**config.mk**
```make
export PLATFORM = sky130hd
export DESIGN_NAME = dmem_arbiter
export DESIGN_NICKNAME = d
export VERILOG_FILES = /design/src/rtl/dsp_mem_pkg.sv /design/src/rtl/dmem_rr_pick.sv /design/src/rtl/dmem_arbiter.sv
export SDC_FILE = /design/constraint.sdc
export NUM_CORES = 1
export LEC_CHECK = 0
export CAP_MARGIN = 20
export CORE_ASPECT_RATIO = 1.1
export CORE_MARGIN = 5
export CORE_UTILIZATION = 41
export CTS_CLUSTER_DIAMETER = 80
export DETAILED_ROUTE_END_ITERATION = 8
export PLACE_DENSITY = 0.86
export RECOVER_POWER = 50
export SYNTH_ARGS = -nofsm -noshare
export SYNTH_HDL_FRONTEND = slang
export SYNTH_SLANG_ARGS = --single-unit
export TNS_END_PERCENT = 30
```
**constraint.sdc**
```tcl
create_clock -name clk -period 3.8 [get_ports clk]
set_input_delay 0.76 -clock clk [delete_from_list [all_inputs] [get_ports clk]]
set_output_delay 0.76 -clock clk [all_outputs]
set_load 0.01 [all_outputs]
```
**src/rtl/dsp_mem_pkg.sv**
```systemverilog
// dsp_mem_pkg: shared constants, arbiter state type and requester indices for the DSP data memory
package dsp_mem_pkg;
    localparam int AW       = 8;
    localparam int DW       = 16;
    localparam int DEPTH    = 144;
    localparam int MAX_LOCK = 16;
    localparam int CW       = $clog2(MAX_LOCK);
    localparam int REQ_CORE = 0;
    localparam int REQ_HOST = 1;
    typedef enum logic [1:0] {RR0, RR1, LOCK0, LOCK1} arb_state_t;
endpackage

```
**src/rtl/dmem_rr_pick.sv**
```systemverilog
// dmem_rr_pick: combinational two-way round-robin/lock grant select producing a one-hot grant
module dmem_rr_pick
    import dsp_mem_pkg::*;
(
    input  arb_state_t state,
    input  logic [1:0] req,
    output logic [1:0] gnt
);
    logic prio;
    // a lock owner that stops requesting hands priority to the other side this very cycle
    always_comb begin
        prio = (state == RR1) || (state == LOCK0 && !req[REQ_CORE]) || (state == LOCK1 && req[REQ_HOST]);
        gnt[REQ_CORE] = req[REQ_CORE] && (!prio || !req[REQ_HOST]);
        gnt[REQ_HOST] = req[REQ_HOST] && (prio || !req[REQ_CORE]);
    end
endmodule

```
**src/rtl/dmem_arbiter.sv**
```systemverilog
// dmem_arbiter: round-robin/burst-lock arbiter sharing the single-port DSP data memory between core and host
module dmem_arbiter
    import dsp_mem_pkg::*;
(
    input  logic          clk,
    input  logic          rst_n,
    input  logic          req0,
    input  logic          req1,
    input  logic          we0,
    input  logic          we1,
    input  logic          lock0,
    input  logic          lock1,
    input  logic [AW-1:0] addr0,
    input  logic [AW-1:0] addr1,
    input  logic [DW-1:0] wdata0,
    input  logic [DW-1:0] wdata1,
    output logic          gnt0,
    output logic          gnt1,
    output logic          rvalid0,
    output logic          rvalid1,
    output logic [DW-1:0] rdata0,
    output logic [DW-1:0] rdata1,
    output logic          err0,
    output logic          err1,
    output logic          mem_en,
    output logic [AW-1:0] mem_addr,
    output logic [DW-1:0] mem_in,
    input  logic [DW-1:0] mem_out
);
    arb_state_t    state, state_nx;
    logic [CW-1:0] cnt, cnt_nx, base;
    logic [1:0]    req_v, gnt;
    logic          win, win_lock, other_req, win_we, in_range;

    assign req_v = {req1, req0} & {2{rst_n}};

    dmem_rr_pick u_pick (
        .state(state),
        .req  (req_v),
        .gnt  (gnt)
    );

    // winner decode and memory drive; nothing reaches the memory unless granted and in range
    always_comb begin
        gnt0      = gnt[REQ_CORE];
        gnt1      = gnt[REQ_HOST];
        win       = gnt[REQ_HOST];
        win_lock  = win ? lock1 : lock0;
        other_req = win ? req0 : req1;
        win_we    = win ? we1 : we0;
        mem_addr  = gnt[REQ_CORE] ? addr0 : gnt[REQ_HOST] ? addr1 : '0;
        mem_in    = gnt[REQ_CORE] ? wdata0 : gnt[REQ_HOST] ? wdata1 : '0;
        in_range  = mem_addr < AW'(DEPTH);
        mem_en    = |gnt && win_we && in_range;
    end

    // lock bookkeeping: count a burst, release at saturation only if the other side waits
    always_comb begin
        state_nx = state;
        cnt_nx   = cnt;
        base     = (state == (win ? LOCK1 : LOCK0)) ? cnt : '0;
        if (|gnt) begin
            if (win_lock && (base < CW'(MAX_LOCK - 1) || !other_req)) begin
                state_nx = win ? LOCK1 : LOCK0;
                cnt_nx   = (base < CW'(MAX_LOCK - 1)) ? base + 1'b1 : base;
            end else begin
                state_nx = win ? RR0 : RR1;
                cnt_nx   = '0;
            end
        end else if (state == LOCK0 || state == LOCK1) begin
            state_nx = (state == LOCK0) ? RR1 : RR0;
            cnt_nx   = '0;
        end
    end

    // arbiter state register
    always_ff @(posedge clk or negedge rst_n) begin
        if (!rst_n) begin
            state <= RR0;
            cnt   <= '0;
        end else begin
            state <= state_nx;
            cnt   <= cnt_nx;
        end
    end

    // response registers; rdata only moves on a granted read and holds otherwise
    always_ff @(posedge clk or negedge rst_n) begin
        if (!rst_n) begin
            rvalid0 <= 1'b0;
            rvalid1 <= 1'b0;
            err0    <= 1'b0;
            err1    <= 1'b0;
            rdata0  <= '0;
            rdata1  <= '0;
        end else begin
            rvalid0 <= gnt[REQ_CORE] && !we0 && in_range;
            rvalid1 <= gnt[REQ_HOST] && !we1 && in_range;
            err0    <= gnt[REQ_CORE] && !in_range;
            err1    <= gnt[REQ_HOST] && !in_range;
            if (gnt[REQ_CORE] && !we0) rdata0 <= in_range ? mem_out : '0;
            if (gnt[REQ_HOST] && !we1) rdata1 <= in_range ? mem_out : '0;
        end
    end
endmodule

```
==> run_results.csv, run 1 <==
group,metric,value,unit
timing,report.final.setup_viol,0,
global_route,global_route.overflow_total,0,
cells_and_area,final_cells,447,
cells_and_area,drive_above_1_share,0.124,
global_route,antenna_violations_before_repair,0,
floorplanning,initial_utilization,0.424,
power_and_ir_drop,power_per_cell_area,393,nW/um^2
timing,maxSlewHeadroom,0.537,
clock_network,cts_root_buf,"sky130_fd_sc_hd__clkbuf_8",
global_route,via_count_of_the_first_global_routing_pass,2308,
clock_network,clk_pin_slew,0.08,ns
power_and_ir_drop,power_leakage,1.65,nW
clock_network,cts_hold_repair.buffers,0,
synth,synth-seq-cells,42,
min_path,min_path_type,"register to register",
timing,rsz0062_at_grt,"false",
worst_setup_path,worst-setup-path-type,"input port to output pin",
floorplanning,core_area,5430,sq um
clock_network,tritoncts.num_buffers,5,
run,maxCapViolCount,0,
cells_and_area,final_net_count,444,
routing,drt.antenna.violating_nets,0,
routing,dr_total_vias,2237,
worst_setup_path,worstPathMaxFanout,9,
global_route,pin_count_of_the_biggest_net_entering_global_routing,44,
cells_and_area,antenna_cells_inserted,0,
worst_setup_path,launching_element_type_of_the_critical_path,"input port",
clock_network,max-clock-path-buffers,2,
cells_and_area,share_of_the_core_filled_with_cells_in_the_final_layout,0.698,
clock_network,worstSkewPairLatency,0.28,ns
routing,remaining_routing_drc_violations,0,
floorplanning,core.rowCount,28,
synth,synth_cells,241,
clock_network,clock_sinks,42,
clock_network,postCtsSetupBuffers,0,
timing,maxClockFrequency,0.274,GHz
synth,synth.lib_cells_used.distinct,37,
routing,totalWireLength,6950,um
placed_design,post_place_setup_slack,0.143,ns
synth,synth_top_cell_area_share,0.457,
routing,initial_drt_markers,124,
worst_setup_path,setup.worst_path.end_class,"output pin",
cells_and_area,seqCellArea,1050,sq um
power_and_ir_drop,vdd.ir_drop.worst,0.200,mV
synth,synthDominantAreaCellType,"sky130_fd_sc_hd__dfrtp_1",
global_route,overall_routing_resource_usage,0.196,
floorplanning,die_w,81.4,um
placed_design,placement.io_buffers,134,
synth,synth-seq-area-share,0.457,
timing,fin_ws,0.145,ns
timing,hold_violations,0,
synth,yosys_warnings,0,
timing,min_period_over_period,0.962,
cells_and_area,multi_input_comb_area,1100,sq um
timing,fin_worst_hold_slack,0.474,ns
timing,finalSetupTns,0,ns
synth,synth_top_cells_by_area,"sky130_fd_sc_hd__dfrtp_1 46%, sky130_fd_sc_hd__nand2_1 11%, sky130_fd_sc_hd__a22o_1 8.0%",
placed_design,routability_congestion_estimate,0.809,
cells_and_area,area_growth_syn_to_layout,64.6,%
synth,post_synthesis_net_count,314,
clock_network,cts_tree,"yes",
worst_setup_path,critPathArrivalTime,2.89,ns
timing,worst_clock_skew,0.00389,ns
cells_and_area,fillerInstances,439,
synth,avgSynthCellArea,9.55,sq um
routing,via_per_inst,5.00,
floorplanning,die_area,7220,sq um
timing,max_slew.worst_pin.slew,0.695,ns
global_route,grt_pass1_wl,11000,um
synth,netlist_area_before_placement,2300,sq um
placed_design,post-place-cells,439,
clock_network,cts.htree.levels,2,
clock_network,ctsResizeCount,0,
timing,finalMaxSlewViolations,0,
floorplanning,pin_count,135,
routing,route.detailed.wl_per_inst,15.6,um
placed_design,hpwlAfterDp,5520,um
timing,layout_min_cycle_time,3.65,ns
routing,drt_pass1_iterations,4,
worst_setup_path,required_time_reported_for_the_critical_path_endpoint,3.04,ns
run_status,status,"finished clean",
floorplanning,dieHeight,88.6,um
-- registers in the layout, summed over array words and instances, names as in the netlist --
register and flops:
err0 1, rdata1 16, rvalid0 1, rvalid1 1, rdata0 16, err1 1, cnt 4, state 2
-- routing by layer --
layer  track usage  part of all wire  vias up
met1         0.233              0.38     1041
met4        0.0568             0.016        0
met5             0                 0        -
met2         0.344              0.53       83
met3        0.0530             0.079       10
li1              -                 -     1103
-- final cells by class --
| type | count | share of cell area |
|---|---|---|
| timing repair buffer | 142 | 0.368 |
| multi-input combinational | 178 | 0.291 |
| sequential | 42 | 0.277 |
| tap | 75 | 0.0248 |
| clock buffer | 5 | 0.0182 |
| clock inverter | 3 | 0.0182 |
| inverter | 2 | 0.00198 |
-- where the power goes --
| part | internal [W] | switching [W] | total, W |
|---|---|---|---|
| Combinational | 0.000283 | 0.000217 | 0.000500 |
| Sequential | 0.000527 | 0.0000459 | 0.000573 |
| Clock | 0.000263 | 0.000152 | 0.000415 |
| Total | 0.00107 | 0.000415 | 0.00149 |
-- cells in the mapped netlist --
cell	instances
sky130_fd_sc_hd__nand2_1	67
sky130_fd_sc_hd__dfrtp_1	42
sky130_fd_sc_hd__a22o_1	21
sky130_fd_sc_hd__o21ai_2	20
sky130_fd_sc_hd__nor2_1	10
sky130_fd_sc_hd__o21ai_1	8
sky130_fd_sc_hd__and2_1	7
sky130_fd_sc_hd__buf_4	7
sky130_fd_sc_hd__o21ai_0	6
sky130_fd_sc_hd__buf_2	5
sky130_fd_sc_hd__buf_6	5
sky130_fd_sc_hd__a21oi_1	4
sky130_fd_sc_hd__a32oi_1	4
sky130_fd_sc_hd__and3_1	4
sky130_fd_sc_hd__a31oi_1	3
sky130_fd_sc_hd__clkbuf_1	2
sky130_fd_sc_hd__inv_1	2
sky130_fd_sc_hd__mux2i_1	2
sky130_fd_sc_hd__nand2b_1	2
sky130_fd_sc_hd__nand3b_1	2
sky130_fd_sc_hd__nor2b_1	2
sky130_fd_sc_hd__a211oi_2	1
sky130_fd_sc_hd__a211oi_4	1
sky130_fd_sc_hd__a21bo_2	1
sky130_fd_sc_hd__a21boi_0	1
sky130_fd_sc_hd__a21boi_4	1
sky130_fd_sc_hd__a21o_1	1
sky130_fd_sc_hd__a31o_2	1
sky130_fd_sc_hd__a32o_1	1
sky130_fd_sc_hd__and2_4	1
sky130_fd_sc_hd__and2b_1	1
sky130_fd_sc_hd__ha_1	1
sky130_fd_sc_hd__mux2_2	1
sky130_fd_sc_hd__nand2b_4	1
sky130_fd_sc_hd__nand3_1	1
sky130_fd_sc_hd__nor3_4	1
sky130_fd_sc_hd__o2111a_1	1
-- layout by cell type, fill, tap and decap left out, drive strengths merged --
| cell | netlist | routed |
|---|---|---|
| clkinv | 0 | 1 |
| nor3 | 1 | 1 |
| mux2i | 2 | 2 |
| a31oi | 3 | 3 |
| bufinv | 0 | 2 |
| a21boi | 2 | 2 |
| mux2 | 1 | 1 |
| dfrtp | 42 | 42 |
| nand3 | 1 | 1 |
| nor2 | 10 | 10 |
| a32oi | 4 | 4 |
| and2 | 8 | 8 |
| clkbuf | 2 | 6 |
| nand2b | 3 | 3 |
| ha | 1 | 1 |
| inv | 2 | 2 |
| a31o | 1 | 1 |
| and2b | 1 | 1 |
| a21bo | 1 | 1 |
| buf | 17 | 8 |
| a32o | 1 | 1 |
| nand3b | 2 | 2 |
| nor2b | 2 | 2 |
| a211oi | 2 | 2 |
| a22o | 21 | 21 |
| a21oi | 4 | 4 |
| o2111a | 1 | 1 |
| a21o | 1 | 1 |
| clkdlybuf4s50 | 0 | 102 |
| dlygate4sd3 | 0 | 31 |
| and3 | 4 | 4 |
| o21ai | 34 | 34 |
| nand2 | 67 | 67 |
-- path summary, 6_finish.rpt --
check / slack [ns] / endpoint / from / cells past startpoint
setup / recovery: 0.15 / mem_en / req1 / 7
hold / removal: 0.47 / rdata0[1] / rdata0[1] / 2
setup reg to reg: 1.22 / cnt[1] / state[0] / 9
hold reg to reg: 0.47 / rdata0[1] / rdata0[1] / 2
max in group asynchronous: 2.66 / rdata1[4] / rst_n / 2
min in group asynchronous: 0.76 / cnt[1] / rst_n / 2
-- critical path: stages --
cell and delay, ns:
sky130_fd_sc_hd__clkdlybuf4s50_1 0.68, sky130_fd_sc_hd__a21boi_4 0.12, sky130_fd_sc_hd__a32oi_1 0.22, sky130_fd_sc_hd__a31oi_1 0.14, sky130_fd_sc_hd__and2_2 0.24, sky130_fd_sc_hd__nor3_4 0.17, sky130_fd_sc_hd__clkdlybuf4s50_1 0.56
-- metrics by stage --
step / cell area [sq um] / total power (W)
floorplan: 2300 / 0.000794
global placement: 3650 / 0.00110
detailed placement: 3650 / 0.00112
CTS: 3790 / 0.00154
global route: 3790 / 0.00158
finish: 3790 / 0.00149
-- cell families (layout without fill, tap and decap cells) --
kind of cell | after synthesis | in the layout | synth area share
AND/OR/NAND/NOR | 99 | 99 | 0.195
buffers and inverters | 21 | 152 | 0.0647
multiplexers | 3 | 3 | 0.0136
flip-flops | 42 | 42 | 0.457
AO/OA/AOI/OAI | 75 | 75 | 0.265
adder cells (fa/ha/maj) | 1 | 1 | 0.00543
No activity file was read; power rests on OpenSTA's default activity.
==> run 2: changes to the inputs <==
--- a/config.mk
+++ b/config.mk
@@ -7,12 +7,13 @@
 export LEC_CHECK = 0
 export CAP_MARGIN = 20
 export CORE_ASPECT_RATIO = 1.1
-export CORE_MARGIN = 5
+export CORE_MARGIN = 10
 export CORE_UTILIZATION = 41
-export CTS_CLUSTER_DIAMETER = 80
+export CTS_CLUSTER_DIAMETER = 40
 export DETAILED_ROUTE_END_ITERATION = 8
 export PLACE_DENSITY = 0.86
 export RECOVER_POWER = 50
+export REMOVE_ABC_BUFFERS = 1
 export SYNTH_ARGS = -nofsm -noshare
 export SYNTH_HDL_FRONTEND = slang
 export SYNTH_SLANG_ARGS = --single-unit
==> run 2 against run 1 <==
The run now ends with max-capacitance violations, max-slew violations left; sequential cell count unchanged; global-route usage down 2.7 points; critical endpoint unchanged; wire length up 13%; largest power group unchanged; via count up 1.8%; sequential share of layout area up 0.064 points; non-clock buffer count up 2; worst setup slack worse by 0.016 ns; register-to-register slack better by 0.02 ns; clock power down 28%; die area up 25%.
==> run_results.csv, run 2 (synthesis results as in run 1) <==
group,metric,value,unit
floorplanning,die_w,91.4,um
clock_network,ctsResizeCount,0,
global_route,grt_pass1_wl,12600,um
timing,layout_min_cycle_time,3.67,ns
clock_network,cts_tree,"yes",
global_route,grt.met2_usage,0.298,
clock_network,max-clock-path-buffers,2,
timing,maxClockFrequency,0.272,GHz
timing,report.final.setup_viol,0,
power_and_ir_drop,vdd.ir_drop.worst,0.154,mV
routing,drt_pass1_iterations,4,
routing,initial_drt_markers,79,
worst_setup_path,required_time_reported_for_the_critical_path_endpoint,3.04,ns
routing,totalWireLength,7840,um
clock_network,clock_sinks,42,
worst_setup_path,worstPathMaxFanout,7,
worst_setup_path,worstPathBufferInverterCount,2,
clock_network,tritoncts.num_buffers,5,
global_route,grt_busiest_layer,"met2",
placed_design,routability_congestion_estimate,0.826,
global_route,pin_count_of_the_biggest_net_entering_global_routing,41,
floorplanning,initial_utilization,0.424,
global_route,antenna_violations_before_repair,0,
worst_setup_path,launching_element_type_of_the_critical_path,"input port",
worst_setup_path,crit_path_cell_trace,"clkdlybuf4s50_1 > nand2b_4 > a32oi_1 > a31oi_1 > and2_2 > nor3_4 > clkdlybuf4s50_1",
routing,route.detailed.wl_per_inst,17.5,um
worst_setup_path,setup.worst_path.end_class,"output pin",
floorplanning,pin_count,135,
cells_and_area,registers_with_the_highest_flip_flop_counts,"rdata0: 16 flops, rdata1: 16 flops, cnt: 4 flops",
global_route,global_route.usage.met3,0.0668,
clock_network,postCtsSetupBuffers,0,
timing,hold_violations,0,
timing,maxSlewHeadroom,-0.387,
global_route,grt_use_met1,0.186,
worst_setup_path,timing.critical_path.mode_cell,"sky130_fd_sc_hd__clkdlybuf4s50_1",
run,maxCapViolCount,1,
routing,remaining_routing_drc_violations,0,
clock_network,cts.htree.levels,2,
clock_network,cts_hold_repair.buffers,0,
placed_design,placement.io_buffers,134,
clock_network,cts_root_buf,"sky130_fd_sc_hd__clkbuf_8",
placed_design,hpwlAfterDp,6220,um
global_route,global_route.overflow_total,0,
worst_setup_path,slowest_delay,0.60,ns
global_route,via_count_of_the_first_global_routing_pass,2408,
cells_and_area,fillerInstances,433,
worst_setup_path,timing.critical_path.slowest_stage_cell,"sky130_fd_sc_hd__clkdlybuf4s50_1",
cells_and_area,mostFrequentLayoutCells,"101 x sky130_fd_sc_hd__clkdlybuf4s50_1, 67 x sky130_fd_sc_hd__nand2_1, 42 x sky130_fd_sc_hd__dfrtp_1, 31 x sky130_fd_sc_hd__dlygate4sd3_1, 21 x sky130_fd_sc_hd__a22o_1",
routing,dr_total_vias,2277,
timing,finalMaxSlewViolations,41,
placed_design,placement.cell_area,3680,sq um
timing,fin_worst_hold_slack,0.398,ns
cells_and_area,final_net_count,446,
cells_and_area,area_growth_syn_to_layout,64.2,%
run_status,status,"complete, but fails checks",
routing,via_per_inst,5.07,
floorplanning,dieHeight,98.6,um
timing,max_slew.worst_pin.slew,2.08,ns
timing,worst_clock_skew,0.00724,ns
power_and_ir_drop,power_leakage,1.65,nW
cells_and_area,layout_commonest_cell,"sky130_fd_sc_hd__clkdlybuf4s50_1",
global_route,overall_routing_resource_usage,0.169,
clock_network,clk_pin_slew,0.08,ns
clock_network,worstSkewPairLatency,0.29,ns
run_status,failed_checks,"max-capacitance violations, max-slew violations",
cells_and_area,antenna_cells_inserted,0,
min_path,min_path_type,"input port to asynchronous set/reset pin",
floorplanning,die_area,9020,sq um
power_and_ir_drop,power_per_cell_area,365,nW/um^2
cells_and_area,drive_above_1_share,0.128,
routing,drt.antenna.violating_nets,0,
timing,min_period_over_period,0.966,
worst_setup_path,worst-setup-path-type,"input port to output pin",
worst_setup_path,critPathArrivalTime,2.91,ns
cells_and_area,stdcell_area,3780,sq um
cells_and_area,share_of_the_core_filled_with_cells_in_the_final_layout,0.696,
floorplanning,core.rowCount,28,
worst_setup_path,critical-path-top-delay-family,"buffers and inverters",
floorplanning,core_area,5430,sq um
run 2: routing by layer:
layer  up-vias  part of all wire
met2        88              0.51
met5         -                 0
met1      1080              0.39
li1       1103                 -
met3         6             0.090
met4         0            0.0083
run 2: cell type report:
type / count / area, sq um / share of cell area
clock inverters: 2 / 12.5 / 0.00331
inverters: 2 / 7.51 / 0.00199
flip-flops and latches: 42 / 1050 / 0.278
multi-input cells: 178 / 1110 / 0.294
well taps: 75 / 93.8 / 0.0248
clock buffers: 6 / 82.6 / 0.0218
repair buffers: 144 / 1420 / 0.376
run 2: worst paths after layout:
| kind | startpoint | end | slack [ns] | cells past startpoint |
|---|---|---|---|---|
| worst max-delay path | req0 | mem_en | 0.13 | 7 |
| worst min-delay path | rst_n | state[1] | 0.40 | 1 |
| worst max register to register | state[0] | cnt[1] | 1.24 | 9 |
| worst min register to register | rdata0[2] | rdata0[2] | 0.47 | 2 |
| max in group asynchronous | rst_n | cnt[3] | 1.09 | 2 |
| min in group clk | rdata0[2] | rdata0[2] | 0.47 | 2 |
run 2: through the flow:
stage	power (W)	instances	setup TNS, ns	setup WS [ns]
floorplan	0.000779	222	0	0.618
global placement	0.00111	441	0	0.173
detailed placement	0.00112	441	0	0.159
CTS	0.00142	449	0	0.153
global route	0.00146	449	-0.00256	-0.00256
finish	0.00138	449	0	0.130
run 2: power breakdown:
group	leakage [nW]	switching [W]	internal (W)
Combinational	1.07	0.000226	0.000286
Clock	0.0472	0.000153	0.000146
Sequential	0.537	0.0000437	0.000527
==> run 3: changes to the inputs <==
--- a/config.mk
+++ b/config.mk
@@ -10,10 +10,12 @@
 export CORE_MARGIN = 10
 export CORE_UTILIZATION = 41
 export CTS_CLUSTER_DIAMETER = 40
+export CTS_CLUSTER_SIZE = 8
 export DETAILED_ROUTE_END_ITERATION = 8
 export PLACE_DENSITY = 0.86
 export RECOVER_POWER = 50
 export REMOVE_ABC_BUFFERS = 1
+export SLEW_MARGIN = 15
 export SYNTH_ARGS = -nofsm -noshare
 export SYNTH_HDL_FRONTEND = slang
 export SYNTH_SLANG_ARGS = --single-unit
==> results of run 3 <==
The final DEF is identical to that of run 2; final timing and power are the same.
